File: src/rtl/mult_chk_pkg.sv
// Shared types and helpers for the shift-add multiplier transaction checker.
// Provides the checker state enum, default parameter values and a
// saturating-increment helper used by all counters.
package mult_chk_pkg;

    typedef enum logic {
        IDLE = 1'b0,
        BUSY = 1'b1
    } chk_state_e;

    localparam int DEF_WIDTH    = 8;
    localparam int DEF_COV_BITS = 4;
    localparam int DEF_CNT_W    = 16;
    localparam int DEF_TIMEOUT  = 4 * DEF_WIDTH + 8;

    // Counters up to 32 bits wide are widened to 32 bits, bumped unless
    // already at max_val, and narrowed back by the caller.
    function automatic logic [31:0] sat_inc(input logic [31:0] val,
                                            input logic [31:0] max_val);
        return (val >= max_val) ? val : val + 32'd1;
    endfunction

endpackage

File: src/rtl/cov_bitmap.sv
// Operand-pair coverage bitmap.
// Ports:
//   clk, reset_n     clock, async active-low reset
//   clear_i          synchronous clear of bitmap and count (wins over set_i)
//   set_i, idx_i     mark bit idx_i as covered
//   count_o          number of distinct bits set (saturating)
//   full_o           every bit of the bitmap is set
module cov_bitmap
    import mult_chk_pkg::*;
#(
    parameter int IDX_W = 8,
    parameter int CNT_W = 16
) (
    input  logic             clk,
    input  logic             reset_n,
    input  logic             clear_i,
    input  logic             set_i,
    input  logic [IDX_W-1:0] idx_i,
    output logic [CNT_W-1:0] count_o,
    output logic             full_o
);
    localparam int               NBITS    = 1 << IDX_W;
    localparam logic [31:0]      CNT_MAX  = 32'((64'd1 << CNT_W) - 64'd1);
    localparam logic [CNT_W-1:0] FULL_CNT = CNT_W'(NBITS);

    logic [NBITS-1:0] r_map;
    logic [CNT_W-1:0] r_count;
    logic             r_full;
    logic             w_new;
    logic [CNT_W-1:0] w_count_nxt;

    // Only a first hit on a bit counts towards coverage.
    assign w_new       = set_i & ~r_map[idx_i];
    assign w_count_nxt = w_new ? CNT_W'(sat_inc(32'(r_count), CNT_MAX)) : r_count;

    always_ff @(posedge clk or negedge reset_n) begin
        if (!reset_n) begin
            r_map   <= '0;
            r_count <= '0;
            r_full  <= 1'b0;
        end else if (clear_i) begin
            r_map   <= '0;
            r_count <= '0;
            r_full  <= 1'b0;
        end else begin
            if (set_i) begin
                r_map[idx_i] <= 1'b1;
            end
            r_count <= w_count_nxt;
            // Compared against the next count so full_o never lags count_o.
            r_full  <= (w_count_nxt == FULL_CNT);
        end
    end

    assign count_o = r_count;
    assign full_o  = r_full;

endmodule

File: config.mk
export PLATFORM = sky130hd
export DESIGN_NAME = cov_bitmap
export DESIGN_NICKNAME = d
export VERILOG_FILES = /design/src/rtl/mult_chk_pkg.sv /design/src/rtl/cov_bitmap.sv
export SDC_FILE = /design/constraint.sdc
export NUM_CORES = 1
export LEC_CHECK = 0
export CORE_MARGIN = 2
export CORE_UTILIZATION = 60
export CTS_BUF_LIST = sky130_fd_sc_hd__clkbuf_2 sky130_fd_sc_hd__clkbuf_4 sky130_fd_sc_hd__clkbuf_8
export DETAILED_ROUTE_END_ITERATION = 8
export GPL_ROUTABILITY_DRIVEN = 0
export GPL_TIMING_DRIVEN = 0
export PLACE_DENSITY = 0.8
export RECOVER_POWER = 50
export SLEW_MARGIN = 30
export SYNTH_ARGS = -nofsm -noshare
export SYNTH_HDL_FRONTEND = slang
export SYNTH_SLANG_ARGS = --single-unit
File: constraint.sdc
create_clock -name clk -period 5.04 [get_ports clk]
set_input_delay 1.008 -clock clk [delete_from_list [all_inputs] [get_ports clk]]
set_output_delay 1.008 -clock clk [all_outputs]
set_load 0.005 [all_outputs]
### Word level (Yosys, flattened, before mapping)

Cells that the tools add are included.
W data, S select, Z words.

* bits in registers: 273
* input bits: 12
* output and inout bits: 17
* logic and storage cells: 23

* add/sub/neg operators: 1
* $lt $le $gt $ge: 3
* eq/ne operators: 1
* mux-type cells: 10
* bitwise gates (word level): 3
* reduce and logical (&&, ||, !) cells: 2

Operator list (count)
* $mux W256: 2
* $or A256 B256 Y256: 1
* $mux W16: 3
* $add A16 B1 Y16 const B: 1
* $eq A16 B9 Y1 const B: 1
* $ge A16 B16 Y1 const B: 1
* $lt A8 B9 Y1 const B: 1
* $bmux W1 S8: 1
* $demux W1 S8: 1
* $ge A8 B1 Y1 const B: 1
* $mux W1: 3
* $reduce_bool A2 Y1: 1
* $and A1 B1 Y1: 1
* $logic_and A1 B1 Y1: 1
* $not A1 Y1: 1

### Longest topological paths before layout

* depth in word-level cells: 7
* mapped depth: 16
* mapped depth without buffers: 10

### Worst setup path before layout

No wires, ideal clock.

* path type: input to register
* start point: input port idx_i[0]
* end point: register r_full (netlist: full_o)
* library setup time: 0.096 ns
* data arrival time: 4.208 ns
* required time: 4.944 ns
* setup slack: 0.737 ns
* cell stages on the path: 12
* path buffers: 2
* cells stage by stage: buf_2 > buf_6 > mux4_2 > mux4_2 > mux4_2 > a2bb2oi_1 > o311ai_2 > nand4_2 > or4_1 > a32oi_1 > o211ai_1 > nor4_2

* cells in the longest elaborated chain, start to end: 7

RTL lines
* from (decl): RTL line cov_bitmap.sv:18 `input logic [IDX_W-1:0] idx_i,`
* $bmux W1 S8: RTL line cov_bitmap.sv:33 `assign w_new = set_i & ~r_map[idx_i];`
* $mux W1 (not written as such): RTL line cov_bitmap.sv:33
* $not A1 Y1: RTL line cov_bitmap.sv:33
* $and A1 B1 Y1: RTL line cov_bitmap.sv:33
* $mux W16: RTL line cov_bitmap.sv:34 `assign w_count_nxt = w_new ? CNT_W'(sat_inc(32'(r_count), CNT_MAX)) : r_count;`
* $eq A16 B9 Y1: RTL line cov_bitmap.sv:51 `r_full <= (w_count_nxt == FULL_CNT);`
* $mux W1: RTL line cov_bitmap.sv:41 `end else if (clear_i) begin`
* to (signal assigned): RTL line cov_bitmap.sv:51
* to (decl): RTL line cov_bitmap.sv:28 `logic r_full;`

No other way between the ends. The select of a mux whose other input is x is not followed.
A chain may end at the register's enable or synchronous reset.

### Worst setup path in the final report

* start point: input port idx_i[5]
* end point: register r_full (netlist: full_o)

The elaborated chain is that of the path after synthesis.

==> results by group <==
Synthesis
  – Synth async-reset ratio: 1.000
  – Post-synthesis cell area: 0.01246 mm²
  – Ys flop type: dfrtp_1
  – Most frequent cell after synthesis: nor2_1
  – Cell taking the most area after synthesis: dfrtp_1
  – Post-synth EDFFs: 0
  – Syn Area/Cell: 10.16 µm²
  – Unique masters post-synth: 53
  – Synth Instances: 1227
  – Number of synthesized register bits: 273
  – Most common library cells after synthesis: nor2_1 (313), dfrtp_1 (273), a21oi_1 (262)
  – Register area share after synthesis: 0.5482
  – Synthesis Warnings: 0
  – Largest cells by area after synthesis: dfrtp_1 (55%), a21oi_1 (11%), nor2_1 (9.4%)
  – Syn nets: 1240
  – Synth top area share: 0.5482

Final layout
  – Fraction of layout cells with a size suffix above 1: 0.1165
  – Synthesis-to-layout area growth: 12.56%
  – Nets@finish: 1311
  – Ant diodes: 0

Clock tree
  – Root Driver: clkbuf_8
  – CTS tree: yes
  – Longest Clk Path Bufs: 3
  – H-tree depth: 2
  – Clock transition at the registers of the reported paths: 0.06 ns
  – CTS buffer count: 43
  – Latest clock arrival within the worst-skew pair: 0.57 ns
  – CTS Hold Bufs: 0
  – CTS Sinks: 273

Outcome
  – Violated checks: capacitance limit, slew limit
  – Outcome: complete, but fails checks

Route
  – Iter 0 DRT Violations: 1083
  – Routed len/inst: 21.14 µm
  – Vias post-DR: 10147
  – Drt pass-1 iters: 8
  – Final ANT Viol Nets: 0
  – Via density: 6.338
  – Routed WL: 33850 µm
  – Residual DRC: 0

STA
  – Final hold violations: 0
  – Final Slew Violations: 159
  – Slew HR: -0.4339
  – Max Clock Skew: 0.03105 ns
  – Hold WS: 0.4895 ns
  – Final setup fails: 0
  – Total Neg Setup Slack: 0 ns
  – Fmax: 0.2061 GHz
  – RSZ-0062 raised after global routing: false
  – Min cycle time layout: 4.853 ns
  – Worst slew pin tran: 2.151 ns
  – Fin crit share: 0.9629

Floorplanning
  – Die height: 148.1 µm
  – Die footprint: 0.02194 mm²
  – I/O pin cnt: 29
  – Rows: 52
  – Initial Util: 0.6138
  – Die Wd: 148.1 µm
  – Core Footprint: 0.02030 mm²

Worst setup path
  – Worst Path Arrival: 5.30 ns
  – Crit-path max FO: 10
  – Worst setup SP type: primary input
  – WP data required: 5.49 ns
  – Crit path kind: primary input to register
  – Reg-to-reg slack, setup: 1.35 ns
  – Setup crit end kind: register

Global routing
  – First-pass GRT wire length: 54210 µm
  – Grt total ovfl: 0
  – All-Layer GR Usage: 0.3190
  – Vias in the first global route: 10068
  – Largest net degree at the start of global routing: 90
  – Initial antenna violation count: 0

Pwr
  – Tot Pwr: 4.496 mW
  – PD cells: 320.5 mW/mm²
  – Leakage: 6.301 nW
  – VDD IR max: 0.0001769 V

Job
  – MaxCap Viol Count: 2

Placement
  – DP HPWL: 22300 µm
  – Port Buffers: 23

Min path
  – Worst hold-check path type: register to register
==> cells by family (layout without fill, tap and decap cells) <==
kind of cell | count (synthesis) | after routing | share of synthesized area
AOI/OAI and AO/OA | 310 | 310 | 0.1352
xor gates and xnor gates | 10 | 10 | 0.007029
adders and majority gates | 1 | 1 | 0.001004
buffers and inverters | 109 | 213 | 0.03565
DFF | 273 | 273 | 0.5482
muxes | 98 | 98 | 0.1280
and+or+nand+nor | 426 | 426 | 0.1449
==> per-layer routing <==
metal / part of all wire / track usage
met5: 0 / 0
met4: 0.046 / 0.1505
met3: 0.10 / 0.07086
met2: 0.46 / 0.4873
met1: 0.40 / 0.4422
==> metrics by stage <==
step	util	area [µm²]	worst slack, ns	cells
after floorplan	-	12460	0.7366	1227
after detailed placement	0.6470	13130	-0.9391	1524
after global placement	0.6418	13030	-8.367	1520
final	0.6910	14030	0.1871	1601
after CTS	0.6936	14080	0.04658	1602
after global routing	0.6910	14030	0.02714	1601
==> power breakdown <==
group	switching [mW]	internal, mW
Sequential	0.00526	2.20
Combinational	0.221	0.0740
Clock	0.878	1.12
==> worst max-delay path, cell delays in order <==
cell             delay, ns
clkdlybuf4s50_1       0.66
clkbuf_1              0.57
clkbuf_1              0.51
nand2_1               0.35
nor3_2                0.48
nand2_1               0.09
and4_1                0.28
and4_1                0.25
buf_4                 0.18
a311o_1               0.29
a32oi_1               0.18
o211ai_1              0.16
nor4_2                0.27
==> cell type report <==
cell class                      instances  area [µm²]
Inverter                               12       45.04
Tap cell                              270       337.8
Timing Repair Buffer                   27       266.5
Clock buffer                           69       887.1
Fill cell                            1539        6274
Buffer                                 96       397.9
Sequential cell                       273        6832
Clock inverter                          9       51.30
Multi-Input combinational cell        845        5209
==> repair_timing <==
item	in CTS	in global routing
resized for setup	2	2
setup endpoints to repair	7	1
buffers inserted	0	0
==> worst paths after layout <==
| path | start | to | depth (start not counted) |
|---|---|---|---|
| hold reg to reg | r_map[125] | r_map[125] | 2 |
| hold / removal | r_map[125] | r_map[125] | 2 |
| min in group asynchronous | reset_n | r_map[44] | 1 |
| setup / recovery | idx_i[5] | full_o | 13 |
| setup reg to reg | r_map[159] | full_o | 11 |
| max in group asynchronous | reset_n | r_map[159] | 2 |
==> state kept, by name (all words and copies together) (netlist names) <==
signal / count
r_map: 256
count_o: 16
full_o: 1
==> cell usage in the layout (no fill, tap or decap), drive strengths merged, types with 2 or more instances in the layout <==
cell type,Yosys,layout
nand2b,6,6
nor3b,3,3
a22oi,15,15
nor3,16,16
a31oi,4,4
nand2,31,31
mux4,49,49
nor2b,6,6
buf,14,15
a21oi,262,262
a2bb2oi,2,2
and2,2,2
nor4b,2,2
a22o,6,6
dlygate4sd3,0,8
and3,5,5
clkinv,0,7
nor2,313,313
a311o,4,4
nor4,4,4
and4,2,2
or3,2,2
nand3,21,21
nand4b,3,3
a211oi,3,3
clkdlybuf4s50,0,14
mux2i,48,48
inv,12,13
xor2,3,3
nand4,3,3
or4,2,2
o21ai,6,6
clkbuf,83,155
xnor2,7,7
dfrtp,273,273
or2,2,2
No activity file was read; power rests on OpenSTA's default activity.
